--- src/rtl/cpu_types_pkg.sv ---
// cpu_types_pkg: shared types and constants for the data-memory responder.
package cpu_types_pkg;

    localparam int WORD_W = 32;

    typedef logic [WORD_W-1:0] word_t;

    typedef enum logic [1:0] {
        IDLE  = 2'd0,
        READ  = 2'd1,
        WRITE = 2'd2,
        DONE  = 2'd3
    } dmem_state_t;

    // Clears the byte offset so every memory access is word aligned
    localparam word_t WORD_MASK = 32'hFFFF_FFFC;

endpackage

--- src/rtl/dmem_responder_if.sv ---
// dmem_responder_if: M-stage request/response signals, memory bus signals and
// the snoop port. The slave modport is the responder's view, master the environment's.
interface dmem_responder_if #(
    parameter int ADDR_W = 32,
    parameter int DATA_W = 32
);

    logic              dmemREN;
    logic              dmemWEN;
    logic              datomic;
    logic [ADDR_W-1:0] dmemaddr;
    logic [DATA_W-1:0] dmemstore;
    logic              dhit;
    logic [DATA_W-1:0] dmemload;

    logic              dREN;
    logic              dWEN;
    logic [ADDR_W-1:0] daddr;
    logic [DATA_W-1:0] dstore;
    logic [DATA_W-1:0] dload;
    logic              dwait;

    logic              snoop_inv;
    logic [ADDR_W-1:0] snoop_addr;

    modport slave (
        input  dmemREN, dmemWEN, datomic, dmemaddr, dmemstore,
        output dhit, dmemload,
        output dREN, dWEN, daddr, dstore,
        input  dload, dwait,
        input  snoop_inv, snoop_addr
    );

    modport master (
        output dmemREN, dmemWEN, datomic, dmemaddr, dmemstore,
        input  dhit, dmemload,
        input  dREN, dWEN, daddr, dstore,
        output dload, dwait,
        output snoop_inv, snoop_addr
    );

endinterface

--- src/rtl/ll_sc_link.sv ---
// ll_sc_link: load-linked reservation. Holds one word address that an SC may
// still succeed on, and drops it on SC, on a plain write to it, or on a snoop hit.
module ll_sc_link
    import cpu_types_pkg::*;
#(
    parameter int ADDR_W = 32
) (
    input  logic              CLK,
    input  logic              nRST,
    input  logic              set_en,
    input  logic [ADDR_W-1:0] set_addr,
    input  logic              wr_done,
    input  logic [ADDR_W-1:0] wr_addr,
    input  logic              sc_done,
    input  logic              snoop_inv,
    input  logic [ADDR_W-1:0] snoop_addr,
    input  logic [ADDR_W-1:0] sc_addr,
    output logic              sc_ok
);

    localparam logic [ADDR_W-1:0] ADDR_MASK = ADDR_W'(WORD_MASK);

    logic              link_valid;
    logic [ADDR_W-1:0] link_addr;
    logic [ADDR_W-1:0] snoop_ref;
    logic              snoop_hit;
    logic              sc_snoop_hit;
    logic              wr_hit;

    // A snoop landing in the same cycle as an LL completion is compared against
    // the address being linked, so the snoop wins over the new reservation.
    assign snoop_ref    = set_en ? set_addr : link_addr;
    assign snoop_hit    = snoop_inv && ((snoop_addr & ADDR_MASK) == snoop_ref);
    assign sc_snoop_hit = snoop_inv && ((snoop_addr & ADDR_MASK) == link_addr);
    assign wr_hit       = wr_done && (wr_addr == link_addr);
    assign sc_ok        = link_valid && (sc_addr == link_addr) && !sc_snoop_hit;

    // Reservation register: any clearing event has priority over a new link
    always_ff @(posedge CLK or negedge nRST) begin
        if (!nRST) begin
            link_valid <= 1'b0;
            link_addr  <= '0;
        end else begin
            if (set_en) begin
                link_addr <= set_addr;
            end
            if (snoop_hit || wr_hit || sc_done) begin
                link_valid <= 1'b0;
            end else if (set_en) begin
                link_valid <= 1'b1;
            end
        end
    end

endmodule

--- src/rtl/dmem_responder.sv ---
// dmem_responder: runs the M-stage load/store against the word-wide memory bus
// with wait states and returns a one-cycle dhit. Define DMEM_ATOMIC_EN to build
// LL/SC support (link register and snoop invalidation); otherwise SC is a plain store.
module dmem_responder
    import cpu_types_pkg::*;
#(
    parameter int ADDR_W = 32,
    parameter int DATA_W = 32
) (
    input  logic                  CLK,
    input  logic                  nRST,
    dmem_responder_if.slave       bus
);

    localparam logic [ADDR_W-1:0] ADDR_MASK = ADDR_W'(WORD_MASK);

    dmem_state_t       state_q;
    dmem_state_t       state_n;
    logic              accept;
    logic              sc_fail;
    logic              mem_done;
    logic              atomic_q;
    logic              atomic_in;
    logic              sc_req;
    logic              sc_ok;
    logic [ADDR_W-1:0] addr_in;
    logic [ADDR_W-1:0] daddr_q;
    logic [DATA_W-1:0] dstore_q;
    logic [DATA_W-1:0] dmemload_q;

    assign addr_in  = bus.dmemaddr & ADDR_MASK;
    assign mem_done = ((state_q == READ) || (state_q == WRITE)) && !bus.dwait;

`ifdef DMEM_ATOMIC_EN
    assign atomic_in = bus.datomic;
    assign sc_req    = bus.dmemWEN && bus.datomic;

    ll_sc_link #(.ADDR_W(ADDR_W)) u_link (
        .CLK        (CLK),
        .nRST       (nRST),
        .set_en     (mem_done && (state_q == READ) && atomic_q),
        .set_addr   (daddr_q),
        .wr_done    (mem_done && (state_q == WRITE) && !atomic_q),
        .wr_addr    (daddr_q),
        .sc_done    (sc_fail || (mem_done && (state_q == WRITE) && atomic_q)),
        .snoop_inv  (bus.snoop_inv),
        .snoop_addr (bus.snoop_addr),
        .sc_addr    (addr_in),
        .sc_ok      (sc_ok)
    );
`else
    logic unused_atomic;
    assign unused_atomic = ^{bus.datomic, bus.snoop_inv, bus.snoop_addr};
    assign atomic_in     = 1'b0;
    assign sc_req        = 1'b0;
    assign sc_ok         = 1'b1;
`endif

    // State register; reset aborts any access in flight
    always_ff @(posedge CLK or negedge nRST) begin
        if (!nRST) begin
            state_q <= IDLE;
        end else begin
            state_q <= state_n;
        end
    end

    // Next state: write wins over read, a failed SC completes without memory
    always_comb begin
        state_n = state_q;
        accept  = 1'b0;
        sc_fail = 1'b0;
        case (state_q)
            IDLE: begin
                if (bus.dmemWEN) begin
                    accept = 1'b1;
                    if (sc_req && !sc_ok) begin
                        sc_fail = 1'b1;
                        state_n = DONE;
                    end else begin
                        state_n = WRITE;
                    end
                end else if (bus.dmemREN) begin
                    accept  = 1'b1;
                    state_n = READ;
                end
            end
            READ:    if (!bus.dwait) state_n = DONE;
            WRITE:   if (!bus.dwait) state_n = DONE;
            DONE:    state_n = IDLE;
            default: state_n = IDLE;
        endcase
    end

    // Request latch and bus/result registers; daddr and dstore only move when memory is used
    always_ff @(posedge CLK or negedge nRST) begin
        if (!nRST) begin
            atomic_q   <= 1'b0;
            daddr_q    <= '0;
            dstore_q   <= '0;
            dmemload_q <= '0;
        end else begin
            if (accept) begin
                atomic_q <= atomic_in;
            end
            if (accept && (state_n != DONE)) begin
                daddr_q <= addr_in;
            end
            if (accept && (state_n == WRITE)) begin
                dstore_q <= bus.dmemstore;
            end
            if (mem_done && (state_q == READ)) begin
                dmemload_q <= bus.dload;
            end else if (sc_fail) begin
                dmemload_q <= '0;
            end else if (mem_done && (state_q == WRITE) && atomic_q) begin
                dmemload_q <= DATA_W'(1);
            end
        end
    end

    assign bus.dhit     = (state_q == DONE);
    assign bus.dREN     = (state_q == READ);
    assign bus.dWEN     = (state_q == WRITE);
    assign bus.daddr    = daddr_q;
    assign bus.dstore   = dstore_q;
    assign bus.dmemload = dmemload_q;

endmodule

--- src/flat_wrapper.sv ---
// flat-port wrapper written by rule: the top's interface ports become plain ports
module dmem_responder_flat import cpu_types_pkg::*;
#(
    parameter int ADDR_W = 32,
    parameter int DATA_W = 32
)
  (CLK, nRST, bus_dmemREN, bus_dmemWEN, bus_datomic, bus_dmemaddr, bus_dmemstore, bus_dhit, bus_dmemload, bus_dREN, bus_dWEN, bus_daddr, bus_dstore, bus_dload, bus_dwait, bus_snoop_inv, bus_snoop_addr);
  dmem_responder_if #(.ADDR_W(ADDR_W), .DATA_W(DATA_W)) bus_i ();
  input  logic CLK;
  input  logic nRST;
  input wire logic [$bits(bus_i.dmemREN)-1:0] bus_dmemREN;
  input wire logic [$bits(bus_i.dmemWEN)-1:0] bus_dmemWEN;
  input wire logic [$bits(bus_i.datomic)-1:0] bus_datomic;
  input wire logic [$bits(bus_i.dmemaddr)-1:0] bus_dmemaddr;
  input wire logic [$bits(bus_i.dmemstore)-1:0] bus_dmemstore;
  output wire logic [$bits(bus_i.dhit)-1:0] bus_dhit;
  output wire logic [$bits(bus_i.dmemload)-1:0] bus_dmemload;
  output wire logic [$bits(bus_i.dREN)-1:0] bus_dREN;
  output wire logic [$bits(bus_i.dWEN)-1:0] bus_dWEN;
  output wire logic [$bits(bus_i.daddr)-1:0] bus_daddr;
  output wire logic [$bits(bus_i.dstore)-1:0] bus_dstore;
  input wire logic [$bits(bus_i.dload)-1:0] bus_dload;
  input wire logic [$bits(bus_i.dwait)-1:0] bus_dwait;
  input wire logic [$bits(bus_i.snoop_inv)-1:0] bus_snoop_inv;
  input wire logic [$bits(bus_i.snoop_addr)-1:0] bus_snoop_addr;
  assign bus_i.dmemREN = bus_dmemREN;
  assign bus_i.dmemWEN = bus_dmemWEN;
  assign bus_i.datomic = bus_datomic;
  assign bus_i.dmemaddr = bus_dmemaddr;
  assign bus_i.dmemstore = bus_dmemstore;
  assign bus_dhit = bus_i.dhit;
  assign bus_dmemload = bus_i.dmemload;
  assign bus_dREN = bus_i.dREN;
  assign bus_dWEN = bus_i.dWEN;
  assign bus_daddr = bus_i.daddr;
  assign bus_dstore = bus_i.dstore;
  assign bus_i.dload = bus_dload;
  assign bus_i.dwait = bus_dwait;
  assign bus_i.snoop_inv = bus_snoop_inv;
  assign bus_i.snoop_addr = bus_snoop_addr;
  dmem_responder #(.ADDR_W(ADDR_W), .DATA_W(DATA_W)) u_core (.CLK(CLK), .nRST(nRST), .bus(bus_i));
endmodule
--- config.mk ---
export PLATFORM = sky130hd
export DESIGN_NAME = dmem_responder_flat
export DESIGN_NICKNAME = d
export VERILOG_FILES = /design/src/rtl/cpu_types_pkg.sv /design/src/rtl/dmem_responder_if.sv /design/src/rtl/ll_sc_link.sv /design/src/rtl/dmem_responder.sv /design/src/flat_wrapper.sv
export SDC_FILE = /design/constraint.sdc
export NUM_CORES = 1
export LEC_CHECK = 0
export ABC_AREA = 1
export CORE_ASPECT_RATIO = 0.7
export CORE_MARGIN = 3
export CORE_UTILIZATION = 34
export DETAILED_ROUTE_END_ITERATION = 10
export HOLD_SLACK_MARGIN = 0.03
export PLACE_DENSITY = 0.77
export SLEW_MARGIN = 5
export SYNTH_ARGS = -nofsm -noshare
export SYNTH_HDL_FRONTEND = slang
export SYNTH_HIERARCHICAL = 1
export SYNTH_SLANG_ARGS = --single-unit
--- constraint.sdc ---
create_clock -name CLK -period 1.48 [get_ports CLK]
set_clock_uncertainty 0.05 [all_clocks]
set_input_delay 0.296 -clock CLK [delete_from_list [all_inputs] [get_ports CLK]]
set_output_delay 0.296 -clock CLK [all_outputs]
set_load 0.01 [all_outputs]
==> results of run 1 <==
[worst min-delay path, stage by stage (launching register included)]
cell and delay [ps]:
dfrtp_1 340, nand2_1 50, nand2_1 50
[cell usage in the layout (no fill, tap or decap), types with 2 or more instances in the layout]
cell	Yosys	routed
nand2_4	0	19
buf_12	0	11
nand4_1	32	32
inv_2	2	3
buf_16	0	8
clkinvlp_4	0	3
buf_4	5	9
nand2_2	0	56
clkbuf_8	0	2
conb_1	1	2
o21ai_0	2	2
buf_6	0	9
nor2_1	3	2
clkbuf_16	0	11
nand3_1	32	32
nand2_1	224	149
dfrtp_1	96	96
clkdlybuf4s50_1	0	97
nor2_4	1	2
ha_4	0	4
dlygate4sd2_1	0	94
[worst paths after layout]
path | start | endpoint | slack, ps
setup reg to reg | u_core/state_q[0]$_DFF_PN0_ | u_core/bus.dstore[2]$_DFFE_PN0P_ | -150
setup / recovery | u_core/state_q[0]$_DFF_PN0_ | u_core/bus.dstore[2]$_DFFE_PN0P_ | -150
max in group asynchronous | nRST | u_core/bus.dmemload[24]$_DFFE_PN0P_ | 440
hold reg to reg | u_core/bus.dmemload[21]$_DFFE_PN0P_ | u_core/bus.dmemload[21]$_DFFE_PN0P_ | 410
min in group asynchronous | nRST | u_core/bus.daddr[16]$_DFFE_PN0P_ | 500
hold / removal | u_core/bus.dmemload[21]$_DFFE_PN0P_ | u_core/bus.dmemload[21]$_DFFE_PN0P_ | 410
[cell usage after synthesis]
cell type    n
buf_4        5
o21ai_0      2
inv_2        2
nor2_1       3
ha_1         4
nand4_1     32
clkinv_1     1
nand3_1     32
inv_1        4
buf_2       18
conb_1       1
nand2_1    224
dfrtp_1     96
nor2_4       1
clkbuf_1     4
buf_1        3
nand3_2      1
a21oi_1      1
[flip-flops by register name, summed over array words and instances (netlist names)]
name	count
u_core/bus.daddr	30
u_core/bus.dmemload	32
u_core/bus.dstore	32
u_core/state_q	2
[power by group through the flow]
stage                     clock network, mW  registers, mW  logic [mW]
after CTS                              2.42           4.55        7.42
after global placement                    0           4.53        6.38
after global routing                   2.54           4.77        8.92
final                                  2.36           4.64        8.29
after detailed placement                  0           4.58        6.58
after floorplan                           0           5.12        2.35
[per-stage QoR]
stage	hold slack, ps	cell area (sq um)	setup WS, ps	TNS (ps)	std cells
floorplan	-49.6	3890	17.5	0	435
global placement	337	6030	-262	-14280	763
detailed placement	339	6030	-251	-17370	763
CTS	418	6740	-97.8	-2400	796
global route	442	7110	-199	-8360	802
finish	414	7110	-152	-5670	802
[routing by layer]
| metal | up-vias | GRT usage (%) |
|---|---|---|
| met3 | 16 | 7.01 |
| met4 | 0 | 5.14 |
| met5 | - | 0 |
| met1 | 1821 | 25.3 |
| li1 | 1819 | - |
| met2 | 157 | 33.0 |
[cell type report]
cell class | instances | area share (%)
flip-flops and latches | 96 | 33.8
clock inverters | 4 | 0.739
well taps | 148 | 2.61
clock buffers | 12 | 3.61
repair buffers | 233 | 35.3
multi-input cells | 302 | 23.3
inverters | 7 | 0.634
[cells by family (layout without fill, tap and decap cells)]
kind of cell,count (synthesis),in the layout,share of synthesized area (%)
simple gates,293,293,31.8
buf+inv,37,256,4.64
flops,96,96,61.8
other cells,1,2,0.0965
fa+ha+maj,4,4,1.29
compound gates,3,3,0.386
[repair_timing]
item	4_1_cts	5_1_grt
pin swaps	15	48
cloned	9	3
hold buffers	1	0
hold endpoints to repair	96	0
resized for setup	159	92
buffers inserted	7	4
endpoints found under the setup margin	191	77
==> results.json, run 1 <==
{
  "hp-class": "register to register",
  "synthesis.instances": 434,
  "root_buffer": "clkbuf_16",
  "p_switching_mw": 5.91,
  "worstPathArrival_ps": 1860,
  "final-hold-violation-count": 0,
  "ys_ff_latch": 96,
  "rsz0062_at_grt": "yes",
  "yosysTopAreaCellShare_pct": 61.8,
  "clkPwrFrac_pct": 15.4,
  "critical_path.top_delay_family": "buffers and inverters",
  "start_util_pct": 36.2,
  "core_area_sq_um": 10700,
  "dieArea_sq_um": 12800,
  "crit_path_top_delay_cell": "dfrtp_1",
  "endpoint_kind": "register",
  "drive_gt1_share_pct": 21.9,
  "vias_per_cell": 4.75,
  "cts_htree_levels": 3,
  "grt_usage_pct": 20.0,
  "die_y_microns": 95.4,
  "finalNetCount": 788,
  "clock_sinks": 96,
  "maxCapViolations": 0,
  "io_buffer_count": 195,
  "cts.clk_slew.worst_paths_ps": 70,
  "wl_per_cell_microns": 16.6,
  "synthTopCellsByArea": "dfrtp_1 (62%), nand2_1 (22%), nand4_1 (5.2%), nand3_1 (4.1%), buf_2 (2.3%)",
  "slew_violations": 0,
  "die_w_microns": 134,
  "synth_top_cell_by_area": "dfrtp_1",
  "worst_slack_ps": -152,
  "clock_latency_ps": 330,
  "grt_first_pass_wirelength_microns": 20000,
  "ant_nets": 0,
  "drtPass1Iterations": 4,
  "seqPwrFrac_pct": 30.3,
  "required_ps": 1710,
  "worst-path-buf-inv": 4,
  "intPower_mw": 9.38,
  "cts_buffer_depth": 2,
  "gp_congestion": 0.793,
  "met3_length_microns": 976,
  "irDropWorstVdd_v": 0.00132,
  "met2_length_microns": 6510,
  "vias": 3813,
  "grt_pass1_vias": 3762,
  "p_comb_share_pct": 54.2,
  "drc": 0,
  "cp_max_fo": 18,
  "hold_depth": 2,
  "start_kind": "register",
  "cp.depth": 8,
  "switching_share_pct": 38.6,
  "routed_wl_microns": 13300,
  "criticalPathCategory": "register to register",
  "r2r_cells": 8,
  "seq_area_sq_um": 2400,
  "rows": 31,
  "syn_area_per_cell_sq_um": 8.95,
  "violations": "negative setup slack",
  "worst_pin_slew_ps": 535,
  "layout_min_cycle_time_ps": 1630,
  "ys_seq_area_share_pct": 61.8,
  "antenna_cells": 0,
  "grt_max_degree": 97,
  "drtIter0Drc": 189,
  "leakage_nw": 3.66,
  "worstPathCellList": "inv_2, ha_4, inv_4, nor2_4, buf_12, buf_12, nand4_1, nand2_2",
  "wl_met1_microns": 5660,
  "power.density_nw_per_um2": 2150,
  "ys_warn_count": 6,
  "numCtsBuffers": 9,
  "fillers": 869,
  "post-route-period-util_pct": 110,
  "max_stage_delay_ps": 410,
  "syn_area_sq_um": 3880,
  "top_layer": "met4",
  "cp_common_cell": "buf_12",
  "antenna_found_initial": 0,
  "clock.fmax_mhz": 613,
  "syn2layout_area_growth_pct": 82.9,
  "outcome": "finished with violations",
  "setup_violations": 63,
  "slew_headroom_pct": 64.3,
  "ys_types": 18,
  "finalPower_mw": 15.3,
  "multi_input_area_sq_um": 1650,
  "place_hpwl_microns": 8080,
  "fin_util_pct": 66.1,
  "io-pin-count": 234,
  "tritoncts": "built",
  "grt_overflow": 0
}
(Power assumes the default switching activity.)
==> inputs of run 2 (changes only) <==
--- a/config.mk
+++ b/config.mk
@@ -12,6 +12,7 @@
 export DETAILED_ROUTE_END_ITERATION = 10
 export HOLD_SLACK_MARGIN = 0.03
 export PLACE_DENSITY = 0.77
+export SKIP_LAST_GASP = 1
 export SLEW_MARGIN = 5
 export SYNTH_ARGS = -nofsm -noshare
 export SYNTH_HDL_FRONTEND = slang
==> run 2 against run 1 <==
Effect of this change:
- the run still ends with negative setup slack left
- register-to-register slack improved by 20 ps
- setup slack improved by 22 ps
- flip-flop and latch count unchanged
- largest cell class unchanged
- non-clock buffer count increased by 1
- critical path depth unchanged
- die area unchanged
- fmax increased by 1.4%
==> results.json, run 2 (same netlist as run 1, synthesis figures left out) <==
{
  "outcome": "finished with violations",
  "violations": "negative setup slack",
  "cp_common_cell": "buf_12",
  "rsz0062_at_grt": "yes",
  "die_w_microns": 134,
  "clock_latency_ps": 330,
  "seq_area_sq_um": 2400,
  "drc": 0,
  "final_cell_mix": "nand2_1 (156), clkdlybuf4s50_1 (97), dfrtp_1 (96), dlygate4sd2_1 (94), nand2_2 (49)",
  "cts_buffer_depth": 2,
  "dieArea_sq_um": 12800,
  "layout_min_cycle_time_ps": 1610,
  "antenna_found_initial": 0,
  "max_stage_delay_ps": 410,
  "power.density_nw_per_um2": 2150,
  "vias_per_cell": 4.80,
  "start_util_pct": 36.2,
  "leakage_nw": 3.66,
  "multi_input_area_sq_um": 1640,
  "irDropWorstVdd_v": 0.00132,
  "die_y_microns": 95.4,
  "io-pin-count": 234,
  "rows": 31,
  "drtPass1Iterations": 4,
  "cp_max_fo": 18,
  "cts_htree_levels": 3,
  "grt_max_degree": 97,
  "slew_violations": 0,
  "drtIter0Drc": 196,
  "grt_pass1_vias": 3750,
  "numCtsBuffers": 9,
  "drive_gt1_share_pct": 20.9,
  "root_buffer": "clkbuf_16",
  "ant_nets": 0,
  "final-hold-violation-count": 0,
  "setup_violations": 59,
  "antenna_cells": 0,
  "place_ws_ps": -251,
  "clock_sinks": 96,
  "slew_headroom_pct": 64.5,
  "place_hpwl_microns": 8080,
  "grt_usage_pct": 20.0,
  "clock.fmax_mhz": 621,
  "tritoncts": "built",
  "endpoint_kind": "register",
  "hold_ws_ps": 414,
  "final_area_sq_um": 7090,
  "vias": 3856,
  "fillers": 879,
  "grt_first_pass_wirelength_microns": 20000,
  "worst_pin_slew_ps": 532,
  "syn2layout_area_growth_pct": 82.4,
  "cts.clk_slew.worst_paths_ps": 70,
  "fin_util_pct": 65.9,
  "grt_overflow": 0,
  "final_common_cell": "nand2_1",
  "wl_per_cell_microns": 16.7,
  "start_kind": "register",
  "placement.cell_area_sq_um": 6030,
  "hp-class": "register to register",
  "required_ps": 1710,
  "post-route-period-util_pct": 109,
  "core_area_sq_um": 10700,
  "finalNetCount": 789,
  "worstPathCellList": "inv_2, ha_4, inv_4, nor2_4, buf_12, buf_12, nand4_1, nand2_2",
  "io_buffer_count": 195,
  "gp_congestion": 0.793,
  "worst_slack_ps": -130,
  "maxCapViolations": 0,
  "crit_path_top_delay_cell": "dfrtp_1",
  "routed_wl_microns": 13400,
  "finalPower_mw": 15.2,
  "criticalPathCategory": "register to register",
  "worstPathArrival_ps": 1840
}
-- run 2: critical path: cells and delay by family, from the launching register on --
| kind | cells | cell delay (ps) |
|---|---|---|
| DFF | 1 | 410 |
| and+or+nand+nor | 3 | 430 |
| buffers and inverters | 4 | 490 |
| adders and majority gates | 1 | 160 |
-- run 2: timing repair --
action | 4_1_cts | 5_1_grt
hold buffers | 1 | 0
gates cloned | 9 | 4
buffers inserted | 7 | 5
resized for setup | 153 | 90
pin swaps | 13 | 42
setup endpoints to repair | 191 | 97
endpoints found under the hold margin | 96 | 0
-- run 2: path summary, 6_finish.rpt --
| kind | from | cells past startpoint | slack (ps) | end |
|---|---|---|---|---|
| setup / recovery | u_core/state_q[0]$_DFF_PN0_ | 8 | -130 | u_core/bus.dstore[2]$_DFFE_PN0P_ |
| hold / removal | u_core/bus.dmemload[21]$_DFFE_PN0P_ | 2 | 410 | u_core/bus.dmemload[21]$_DFFE_PN0P_ |
| setup reg to reg | u_core/state_q[0]$_DFF_PN0_ | 8 | -130 | u_core/bus.dstore[2]$_DFFE_PN0P_ |
| hold reg to reg | u_core/bus.dmemload[21]$_DFFE_PN0P_ | 2 | 410 | u_core/bus.dmemload[21]$_DFFE_PN0P_ |
| max in group asynchronous | nRST | 3 | 440 | u_core/bus.dmemload[24]$_DFFE_PN0P_ |
| min in group asynchronous | nRST | 3 | 500 | u_core/bus.daddr[16]$_DFFE_PN0P_ |
-- run 2: power breakdown --
group	internal, mW	switching (mW)	total, mW
Combinational	4.03	4.19	8.22
Clock	1.40	0.961	2.36
Sequential	3.88	0.759	4.64
Total	9.32	5.91	15.2
-- run 2: per-layer routing --
layer / wire, microns / vias to the layer above / track usage, %
li1: - / 1819 / -
met1: 5700 / 1839 / 25.3
met2: 6530 / 174 / 33.0
met3: 1010 / 24 / 6.96
met4: 198 / 0 / 5.14
met5: 0 / - / 0
-- run 2: area by class of cell --
| class | instances | share of cell area (%) |
|---|---|---|
| repair buffers | 234 | 35.4 |
| flip-flops and latches | 96 | 33.9 |
| multi-input cells | 302 | 23.1 |
| clock buffers | 12 | 3.62 |
| well taps | 148 | 2.61 |
| clock inverters | 4 | 0.742 |
| inverters | 7 | 0.636 |
-- run 2: stage by stage --
stage,cells,setup TNS (ps)
final,803,-4810
after global routing,803,-8610
after CTS,796,-4670
after detailed placement,763,-17370
after global placement,763,-14280
after floorplan,435,0
